## config.mk

```make
export PLATFORM = sky130hd
export DESIGN_NAME = tmr_vote_flat
export DESIGN_NICKNAME = d
export VERILOG_FILES = /design/src/rtl/tmr_pkg.sv /design/src/rtl/tmr_vote_if.sv /design/src/rtl/tmr_vote_core.sv /design/src/rtl/tmr_vote.sv /design/src/flat_wrapper.sv
export SDC_FILE = /design/constraint.sdc
export NUM_CORES = 1
export LEC_CHECK = 0
export CAP_MARGIN = 20
export CORE_MARGIN = 2
export CORE_UTILIZATION = 48
export DETAILED_ROUTE_END_ITERATION = 8
export PLACE_DENSITY = 0.91
export SLEW_MARGIN = 20
export SYNTH_ARGS = -nofsm -noshare
export SYNTH_HDL_FRONTEND = slang
export SYNTH_SLANG_ARGS = --single-unit
```

## constraint.sdc

```tcl
create_clock -name CLK -period 3.5 [get_ports CLK]
set_input_delay 0.525 -clock CLK [delete_from_list [all_inputs] [get_ports CLK]]
set_output_delay 0.525 -clock CLK [all_outputs]
set_load 0.05 [all_outputs]
```

## src/rtl/tmr_pkg.sv

```systemverilog
// Shared constants and the bitwise 2-of-3 majority helper for the TMR voter.
package tmr_pkg;

  localparam int unsigned TMR_WIDTH_DEF     = 4;
  localparam int unsigned TMR_CNT_WIDTH_DEF = 8;
  // Widest replica the majority helper accepts; callers zero-extend and truncate.
  localparam int unsigned TMR_MAX_WIDTH     = 64;

  function automatic logic [TMR_MAX_WIDTH-1:0] tmr_maj(input logic [TMR_MAX_WIDTH-1:0] a,
                                                       input logic [TMR_MAX_WIDTH-1:0] b,
                                                       input logic [TMR_MAX_WIDTH-1:0] c);
    return (a & b) | (a & c) | (b & c);
  endfunction

endpackage

```

## src/rtl/tmr_vote_if.sv

```systemverilog
// Replica inputs, clear and health-monitor outputs of the TMR voter.
interface tmr_vote_if
  import tmr_pkg::*;
#(
  parameter int unsigned Width    = TMR_WIDTH_DEF,
  parameter int unsigned CntWidth = TMR_CNT_WIDTH_DEF
);

  logic                CLR;
  logic [Width-1:0]    A;
  logic [Width-1:0]    B;
  logic [Width-1:0]    C;
  logic [Width-1:0]    V;
  logic                MIS;
  logic                FLT_A;
  logic                FLT_B;
  logic                FLT_C;
  logic [CntWidth-1:0] ERR_CNT;

  modport master (
    output CLR, A, B, C,
    input  V, MIS, FLT_A, FLT_B, FLT_C, ERR_CNT
  );

  modport slave (
    input  CLR, A, B, C,
    output V, MIS, FLT_A, FLT_B, FLT_C, ERR_CNT
  );

endinterface

```

## src/rtl/tmr_vote_core.sv

```systemverilog
// Combinational vote, replica mismatch and per-lane disagreement with the vote.
module tmr_vote_core
  import tmr_pkg::*;
#(
  parameter int unsigned Width = TMR_WIDTH_DEF
) (
  input  logic [Width-1:0] a,
  input  logic [Width-1:0] b,
  input  logic [Width-1:0] c,
  output logic [Width-1:0] vote_c,
  output logic             mis_c,
  output logic             d_a,
  output logic             d_b,
  output logic             d_c
);

  assign vote_c = Width'(tmr_maj(TMR_MAX_WIDTH'(a), TMR_MAX_WIDTH'(b), TMR_MAX_WIDTH'(c)));
  assign mis_c  = (a != b) | (b != c);
  assign d_a    = (a != vote_c);
  assign d_b    = (b != vote_c);
  assign d_c    = (c != vote_c);

endmodule

```

## src/rtl/tmr_vote.sv

```systemverilog
// TMR majority voter with registered mismatch, sticky lane faults and saturating counter.
// Define TMR_VOTE_REG_OUT_EN to register V (one cycle latency, reset to 0).
module tmr_vote
  import tmr_pkg::*;
#(
  parameter int unsigned Width    = TMR_WIDTH_DEF,
  parameter int unsigned CntWidth = TMR_CNT_WIDTH_DEF
) (
  input logic       CLK,
  input logic       RST,
  tmr_vote_if.slave bus
);

  logic [Width-1:0]    vote_c;
  logic                mis_c;
  logic                d_a;
  logic                d_b;
  logic                d_c;

  logic                mis_q;
  logic                flt_a_q;
  logic                flt_b_q;
  logic                flt_c_q;
  logic [CntWidth-1:0] err_cnt_q;

  tmr_vote_core #(
    .Width (Width)
  ) u_core (
    .a      (bus.A),
    .b      (bus.B),
    .c      (bus.C),
    .vote_c (vote_c),
    .mis_c  (mis_c),
    .d_a    (d_a),
    .d_b    (d_b),
    .d_c    (d_c)
  );

  // CLR beats a simultaneous mismatch; MIS keeps tracking the replicas regardless.
  always_ff @(posedge CLK or posedge RST) begin
    if (RST) begin
      mis_q     <= 1'b0;
      flt_a_q   <= 1'b0;
      flt_b_q   <= 1'b0;
      flt_c_q   <= 1'b0;
      err_cnt_q <= '0;
    end else begin
      mis_q <= mis_c;
      if (bus.CLR) begin
        flt_a_q   <= 1'b0;
        flt_b_q   <= 1'b0;
        flt_c_q   <= 1'b0;
        err_cnt_q <= '0;
      end else begin
        flt_a_q <= flt_a_q | d_a;
        flt_b_q <= flt_b_q | d_b;
        flt_c_q <= flt_c_q | d_c;
        if (mis_c && (err_cnt_q != '1)) begin
          err_cnt_q <= err_cnt_q + 1'b1;
        end
      end
    end
  end

`ifdef TMR_VOTE_REG_OUT_EN
  logic [Width-1:0] v_q;

  always_ff @(posedge CLK or posedge RST) begin
    if (RST) begin
      v_q <= '0;
    end else begin
      v_q <= vote_c;
    end
  end

  assign bus.V = v_q;
`else
  assign bus.V = vote_c;
`endif

  assign bus.MIS     = mis_q;
  assign bus.FLT_A   = flt_a_q;
  assign bus.FLT_B   = flt_b_q;
  assign bus.FLT_C   = flt_c_q;
  assign bus.ERR_CNT = err_cnt_q;

endmodule

```

## src/flat_wrapper.sv

```systemverilog
// flat-port wrapper written by rule: the top's interface ports become plain ports
module tmr_vote_flat import tmr_pkg::*;
#(
  parameter int unsigned Width    = TMR_WIDTH_DEF,
  parameter int unsigned CntWidth = TMR_CNT_WIDTH_DEF
)
  (CLK, RST, bus_CLR, bus_A, bus_B, bus_C, bus_V, bus_MIS, bus_FLT_A, bus_FLT_B, bus_FLT_C, bus_ERR_CNT);
  tmr_vote_if #(.Width(Width), .CntWidth(CntWidth)) bus_i ();
  input logic CLK;
  input logic RST;
  input wire logic [$bits(bus_i.CLR)-1:0] bus_CLR;
  input wire logic [$bits(bus_i.A)-1:0] bus_A;
  input wire logic [$bits(bus_i.B)-1:0] bus_B;
  input wire logic [$bits(bus_i.C)-1:0] bus_C;
  output wire logic [$bits(bus_i.V)-1:0] bus_V;
  output wire logic [$bits(bus_i.MIS)-1:0] bus_MIS;
  output wire logic [$bits(bus_i.FLT_A)-1:0] bus_FLT_A;
  output wire logic [$bits(bus_i.FLT_B)-1:0] bus_FLT_B;
  output wire logic [$bits(bus_i.FLT_C)-1:0] bus_FLT_C;
  output wire logic [$bits(bus_i.ERR_CNT)-1:0] bus_ERR_CNT;
  assign bus_i.CLR = bus_CLR;
  assign bus_i.A = bus_A;
  assign bus_i.B = bus_B;
  assign bus_i.C = bus_C;
  assign bus_V = bus_i.V;
  assign bus_MIS = bus_i.MIS;
  assign bus_FLT_A = bus_i.FLT_A;
  assign bus_FLT_B = bus_i.FLT_B;
  assign bus_FLT_C = bus_i.FLT_C;
  assign bus_ERR_CNT = bus_i.ERR_CNT;
  tmr_vote #(.Width(Width), .CntWidth(CntWidth)) u_core (.CLK(CLK), .RST(RST), .bus(bus_i));
endmodule
```

; ---- Word-level counts from Yosys, hierarchy flattened
; Index checks and enable logic that the tools add are counted.
[totals]
elab_cells = 28
ff_bits = 12
out_inout_bits = 16
in_bits = 15
[classes]
bitwise_logic = 9
n_addsub = 1
n_eq_ne = 6
muxes = 5
n_reduce_logical = 2
[op_table]
columns = cell, count
row1 = != test 4 bit, 5
row2 = 2-to-1 mux 8 bit, 2
row3 = bitwise AND 4 bit, 3
row4 = "adder 8 x 1 -> 8 bit, second input constant", 1
row5 = "!= test 8 bit, second input constant", 1
row6 = OR 4 bit, 2
row7 = OR 1 bit, 4
row8 = 2-to-1 mux 1 bit, 3
row9 = nonzero test 2 bit, 1
row10 = logical AND 1 bit, 1

; ---- Longest topological paths before layout
; Gate-level depths: netlist (run 1).
[depth]
ltp_word = 6
ltp_mapped = 6
ltp_nobuf = 6

; ---- By module
; A second synthesis (run 1) with hierarchy kept.
[unflattened]
cells_unflattened = 98
area_unflattened_um2 = 904.6
[by_module_without_submodules]
columns = module, area_each_um2, n_inst, cells_each, seq_area_each_um2
row1 = tmr_vote, 548.0, 1, 54, 300.3
row2 = tmr_vote_core, 356.6, 1, 44, 0.0

; ---- Worst setup path before layout (run 1)
; OpenSTA, ideal clock, no wires.
[synth_path]
kind = input to register
startpoint = input port bus_C[1]
endpoint = register u_core.err_cnt_q[1], in the netlist u_core.bus.ERR_CNT[1]
setup_ps = 132
t_required_ps = 3368
path_buffers = 0
setup_slack_ps = 1512
cell_stages = 5
t_arrival_ps = 1856
path_cell_list = ha_1 > or4_4 > o22ai_4 > mux2i_1 > nor2_1
[synth_between]
elab_chain_cells = 4
[synth_rtl]
columns = item, line_no
row1 = from (decl), flat_wrapper.sv:14  ; input wire logic [$bits(bus_i.C)-1:0] bus_C;
row2 = != test 4 bit, tmr_vote_core.sv:18  ; assign mis_c = (a != b) | (b != c);
row3 = OR 1 bit, tmr_vote_core.sv:18
row4 = logical AND 1 bit, tmr_vote.sv:58  ; if (mis_c && (err_cnt_q != '1)) begin
row5 = nonzero test 2 bit (no line), n/a
row6 = to (signal assigned), tmr_vote.sv:59  ; err_cnt_q <= err_cnt_q + 1'b1;
row7 = to (decl), tmr_vote.sv:24  ; logic [CntWidth-1:0] err_cnt_q;
; No other way between the ends.
; A chain may end at the register's enable or synchronous reset.

; ---- Worst setup path in the final report (run 1)
[layout_path]
startpoint = input port bus_C[3]
endpoint = output port bus_V[3]
[layout_between]
elab_chain_cells = 3
word_cells_on_any_way = 4
cone_classes = bitwise (4)
[layout_rtl]
columns = item, line_no
row1 = bitwise AND 4 bit, tmr_pkg.sv:12  ; return (a & b) | (a & c) | (b & c);
row2 = OR 4 bit, tmr_pkg.sv:12
row3 = OR 4 bit (*), tmr_pkg.sv:12
row4 = to (decl), flat_wrapper.sv:15  ; output wire logic [$bits(bus_i.V)-1:0] bus_V;
; Every way passes the cells marked *; elsewhere a longest branch is shown, timed or not.

==> summary.md, run 1 <==
| Metric | Value |
|---|---|
| Worst skew pair latency | 0.27 ns |
| Slew headroom | 65.1% |
| Peak VDD IR | 244 uV |
| Port bufs | 30 |
| Status | finished, final reports clean |
| WP data arrival | 2.55 ns |
| Post-synth top cells | 12 x dfrtp_1, 11 x nor2_1, 9 x ha_1 |
| Sequential area share after synthesis | 32.2% |
| Storage cell area | 300 um^2 |
| Hold_buf cts | 0 |
| Cell count after synthesis | 97 |
| Die H | 48.1 um |
| Remaining DRCs | 0 |
| Predominant post-synthesis flop cell | dfrtp_1 |
| Post-synth EDFFs | 0 |
| N_diodes | 0 |
| Most frequent cell after synthesis | dfrtp_1 |
| Final Setup Violations | 0 |
| Post-synthesis register bit count | 12 |
| PwrDens | 288 nW/um^2 |
| Routed via count | 922 |
| Layout fillers | 129 |
| Chip width | 48.1 um |
| Final hold slack | 0.567 ns |
| Final slew viol count | 0 |
| Layout area overhead | 37.5% |
| First-pass GRT wire length | 3420 um |
| CP required | 2.97 ns |
| CTS root buf | clkbuf_4 |
| Final min period | 3.08 ns |
| Synthesized area | 933 um^2 |
| YS warnings | 0 |
| Core Region | 1780 um^2 |
| Worst path max stage delay | 0.72 ns |
| Area leader, netlist | dfrtp_1 |
| Min-delay worst type | primary input to asynchronous set/reset pin |
| Post_cts resized | 0 |
| Clock sinks | 12 |
| CTS tree | done |
| Worst-margin pin slew | 0.521 ns |
| Post-route setup TNS | 0 ns |
| RePlAce Congestion | 0.838 |
| CP top delay family | buffers and inverters |
| Worst-case reg-to-reg path depth | 5 |
| Fmax | 0.325 GHz |
| Syn_nets | 121 |
| Share of layout cells above drive strength 1 | 10.1% |
| Buf/Inv on CP | 3 |
| Die area | 2310 um^2 |
| Yosys top cell area share | 32.2% |
| Site Rows | 15 |
| I/O pin cnt | 31 |
| Grt total ovfl | 0 |
| Largest net degree at the start of global routing | 13 |
| Syn Area/Cell | 9.62 um^2 |
| R2r setup slk | 1.75 ns |
| Post-DP HPWL | 1800 um |
| Total CTS buffers | 3 |
| Most frequent CP cell | clkdlybuf4s50_1 |
| GRT Total Usage | 21.5% |
| TritonRoute pass-1 iters | 4 |
| Post-place setup slack | 0.462 ns |
| Vias in the first global route | 816 |
| RSZ-0062 raised after global routing | false |
| Fin crit share | 87.9% |
| Max-cap check violation count | 0 |
| RR Startpoint | u_core.bus.ERR_CNT[0] |
| Avg WL per Cell | 14.9 um |
| Iteration-0 DRC Markers | 21 |
| H-tree levels | 1 |
| Antenna viol nets, final | 0 |
| Fin. Hold Viols | 0 |
| CP Launch Type | primary input |
| Critical path cell sequence | clkdlybuf4s50_1, ha_1, a211oi_1, inv_1, clkdlybuf4s50_1 |
| Postcts setup bufs | 0 |
| Clk_skew | 0.000462 ns |
| Asr flop ratio synth | 100% |
| Slowest-stage cell, CP | clkdlybuf4s50_1 |
| P_leak | 0.000547 uW |
| Starting Density | 52.4% |
| Crit end category | output pin |
| Clock Tree Buf Depth | 2 |
| Critical path type | primary input to output pin |
| Vias per inst | 5.99 |
| Setup WS post-layout | 0.423 ns |
| Yosys cell types | 35 |
| Clock transition at path regs | 0.06 ns |
| Crit Path Max Fanout | 4 |
| RR Endpoint | u_core.bus.ERR_CNT[7] |
| DRT Wirelength | 2300 um |
| Area occupied by multi-input gates | 607 um^2 |
| Final Net Count | 155 |
| Antenna violations before repair | 0 |
| Largest cells by area after synthesis | dfrtp_1 32%, ha_1 12%, nor2_1 4.4%, a21oi_1 3.8%, nand2_1 3.2% |
## registers in the layout (all words and copies together), names as in the netlist
register	cells
u_core.bus.ERR_CNT	8
u_core.bus.FLT_A	1
u_core.bus.FLT_B	1
u_core.bus.FLT_C	1
u_core.bus.MIS	1
## area by class of cell
type	count	share of cell area, %
multi-input cells	78	47.3
flip-flops and latches	12	23.4
repair buffers	30	23.4
well taps	25	2.44
clock buffers	3	1.75
inverters	6	1.75
## how the worst max path moves through the flow
| stage | from | endpoint | slack, ns | cells after the start |
|---|---|---|---|---|
| floorplan | bus_C[1] | u_core.bus.ERR_CNT[1] | 1.51 | 5 |
| detailed placement | bus_C[3] | bus_V[3] | 0.46 | 5 |
| global placement | bus_C[3] | bus_V[3] | 0.57 | 5 |
| finish | bus_C[3] | bus_V[3] | 0.42 | 5 |
| global route | bus_C[3] | bus_V[3] | 0.38 | 5 |
| CTS | bus_C[3] | bus_V[3] | 0.45 | 5 |
## layout by cell type (no fill, tap or decap), types with 2 or more instances in the layout
cell,n
clkdlybuf4s50_1,30
dfrtp_1,12
nor2_1,11
ha_1,9
nand2_1,8
a21oi_1,7
inv_1,5
a31oi_1,4
xor2_1,3
o31ai_1,3
or4_1,3
clkbuf_4,3
or4_4,2
a211oi_1,2
nor3_1,2
or4b_1,2
o21ai_0,2
xnor2_1,2
a41oi_1,2
## power breakdown
group | internal [uW] | switching (uW) | total (uW)
Clock | 39.9 | 41.9 | 81.8
Sequential | 144 | 6.86 | 151
Combinational | 53.0 | 83.4 | 136
## cell families (layout without fill, tap and decap cells)
family,count (synthesis),after routing,synth area share [%]
AOI/OAI and AO/OA,27,27,22.0
xor gates and xnor gates,5,5,4.69
adders and majority gates,9,9,12.1
buffers and inverters,7,39,2.81
DFF,12,12,32.2
muxes,1,1,1.07
and+or+nand+nor,36,36,25.2
## stage by stage
step | util [%] | instance area (um^2) | total power, uW | cells
finish | 72.0 | 1280 | 369 | 154
global route | 72.0 | 1280 | 384 | 154
CTS | 72.0 | 1280 | 368 | 154
detailed placement | 70.7 | 1260 | 289 | 151
global placement | 70.7 | 1260 | 284 | 151
floorplan | - | 933 | 234 | 97
## per-layer routing
metal	global-route usage [%]	vias up	routed length (um)
li1	-	439	-
met1	27.2	429	1030
met2	36.5	47	1070
met3	2.22	7	126
met4	10.8	0	69
met5	0	-	0
Note: power is estimated with default switching activity, not from simulation.
==> run 2: changes to the inputs <==
CORE_ASPECT_RATIO = 1.25   (was not set)
CTS_CLUSTER_SIZE = 14   (was not set)
==> run 2 against run 1 <==
Power up 7.5%. Utilization down 0.65 points. Sequential share of layout area down 0.11 points. Critical path depth unchanged.
==> summary.md, run 2 (synthesis gave the netlist of run 1 again) <==
| Metric | Value |
|---|---|
| Crit end category | output pin (unchanged) |
| GRT Total Usage | 21.7% (was 21.5%) |
| Worst-margin pin slew | 0.561 ns (was 0.521 ns) |
| Met3 GRT Util | 2.05% (was 2.22%) |
| P_leak | 0.000554 uW (was 0.000547 uW) |
| GRT met2 Usage | 38.6% (was 36.5%) |
| Clock transition at path regs | 0.08 ns (was 0.06 ns) |
| Grt total ovfl | 0 (unchanged) |
| TritonRoute pass-1 iters | 4 (unchanged) |
| CTS tree | done (unchanged) |
| Antenna viol nets, final | 0 (unchanged) |
| CP required | 2.97 ns (about the same) |
| Die area | 2320 um^2 (was 2310 um^2) |
| RSZ-0062 raised after global routing | false (unchanged) |
| Routed via count | 926 (was 922) |
| Chip width | 43.4 um (was 48.1 um) |
| DP Area | 1250 um^2 (was 1260 um^2) |
| Final slew viol count | 0 (unchanged) |
| Vias in the first global route | 871 (was 816) |
| Max-cap check violation count | 0 (unchanged) |
| Leading cell type in the layout, fill and taps excluded | clkdlybuf4s50_1 (unchanged) |
| Layout fillers | 141 (was 129) |
| Peak VDD IR | 286 uV (was 244 uV) |
| Final hold slack | 0.547 ns (was 0.567 ns) |
| Min-delay worst type | primary input to asynchronous set/reset pin (unchanged) |
| Met1 Use GR | 25.9% (was 27.2%) |
| Iteration-0 DRC Markers | 24 (was 21) |
| Starting Density | 51.6% (was 52.4%) |
| Placed insts | 145 (was 151) |
| Total CTS buffers | 3 (unchanged) |
| Number of flip-flops in the largest register | 8 (unchanged) |
| Critical path type | primary input to output pin (unchanged) |
| Slew headroom | 61.6% (was 65.1%) |
| Clk_skew | 0.00740 ns (was 0.000462 ns) |
| Core Region | 1810 um^2 (was 1780 um^2) |
| CTS root buf | clkbuf_4 (unchanged) |
| Postcts setup bufs | 0 (unchanged) |
| Post-route cell area | 1290 um^2 (was 1280 um^2) |
| Layout area overhead | 38.2% (was 37.5%) |
| Hold_buf cts | 0 (unchanged) |
| Fin. Hold Viols | 0 (unchanged) |
| Antenna violations before repair | 0 (unchanged) |
| First-pass GRT wire length | 3760 um (was 3420 um) |
| RR Startpoint | u_core.bus.ERR_CNT[0] (unchanged) |
| Final Util | 71.3% (was 72.0%) |
| Most frequent CP cell | clkdlybuf4s50_1 (unchanged) |
| Remaining DRCs | 0 (unchanged) |
| Port bufs | 30 (unchanged) |
| WP data arrival | 2.51 ns (was 2.55 ns) |
| Final Net Count | 155 (unchanged) |
| N_diodes | 0 (unchanged) |
| Commonest non-fill, non-tap cells in the layout | 30 x clkdlybuf4s50_1, 12 x dfrtp_1, 11 x nor2_1, 9 x ha_1, 8 x nand2_1 (unchanged) |
| Slowest-stage cell, CP | clkdlybuf4s50_1 (unchanged) |
| Critical path cell sequence | clkdlybuf4s50_1, ha_1, a211oi_1, inv_1, clkdlybuf4s50_1 (unchanged) |
| RePlAce Congestion | 0.900 (was 0.838) |
| Avg WL per Cell | 15.2 um (was 14.9 um) |
| PwrDens | 308 nW/um^2 (was 288 nW/um^2) |
| Status | finished, final reports clean (unchanged) |
| Post-route setup TNS | 0 ns (unchanged) |
| Fin crit share | 86.7% (was 87.9%) |
| Site Rows | 17 (was 15) |
| CP startpoint | bus_C[3] (unchanged) |
| Crit Path Max Fanout | 4 (unchanged) |
| Worst path max stage delay | 0.72 ns (about the same) |
| Die H | 53.3 um (was 48.1 um) |
| I/O pin cnt | 31 (unchanged) |
| Post_cts resized | 0 (unchanged) |
| Largest net degree at the start of global routing | 13 (unchanged) |
| Final min period | 3.03 ns (was 3.08 ns) |
| Peak-usage layer in the global routing report | met2 (unchanged) |
| H-tree levels | 1 (unchanged) |
| CP Launch Type | primary input (unchanged) |
| Worst skew pair latency | 0.29 ns (was 0.27 ns) |
| Share of layout cells above drive strength 1 | 10.8% (was 10.1%) |
| Clock sinks | 12 (unchanged) |
| Vias per inst | 6.21 (was 5.99) |
| Final Setup Violations | 0 (unchanged) |
| Clock Tree Buf Depth | 2 (unchanged) |
| Post-DP HPWL | 1740 um (was 1800 um) |
| Fin cells | 149 (was 154) |
| DRT Wirelength | 2270 um (was 2300 um) |
| Fmax | 0.330 GHz (was 0.325 GHz) |
-- run 2: cell types whose count changed in the layout (fill, tap and decap cells not counted) --
| cell | change |
|---|---|
| clkbuf_8 | +1 |
-- run 2: final timing paths --
check                                        endpoint  slack (ns)  cells past startpoint
worst max-delay path                         bus_V[3]        0.47                      5
max in group asynchronous            u_core.bus.FLT_C        2.63                      2
worst max register to register  u_core.bus.ERR_CNT[6]        1.73                      5
worst min-delay path            u_core.bus.ERR_CNT[3]        0.55                      2
min in group CLK                     u_core.bus.FLT_C        0.57                      2
worst min register to register       u_core.bus.FLT_C        0.57                      2
-- run 2: final cells by class --
type | count | area, um^2 | share of cell area [%]
Tap cell | 19 | 23.8 | 1.84
Sequential cell | 12 | 300 | 23.3
Inverter | 6 | 22.5 | 1.75
Multi-Input combinational cell | 78 | 607 | 47.0
Clock buffer | 4 | 36.3 | 2.81
Timing Repair Buffer | 30 | 300 | 23.3
-- run 2: per-stage QoR --
stage / worst slack [ns] / total power, uW
after floorplan: 1.51 / 234
after detailed placement: 0.460 / 288
after global routing: 0.382 / 416
after global placement: 0.530 / 285
final: 0.465 / 397
after CTS: 0.449 / 396
-- run 2: report_power, final --
group	total (uW)	internal (uW)	leakage (uW)	switching (uW)
logic	134	52.7	0.000379	81.5
clock network	112	63.5	0.0000210	48.3
registers	151	144	0.000154	6.75
-- run 2: metal layers --
metal / vias up / part of all wire (%)
met5: - / 0
met4: 0 / 2.5
met2: 53 / 49
li1: 439 / -
met3: 7 / 6.0
met1: 427 / 42
-- run 2: worst max-delay path: cells and delay by family --
kind	cells	cell delay, ns
AOI/OAI and AO/OA	1	0.49
adders and majority gates	1	0.23
buffers and inverters	3	1.27
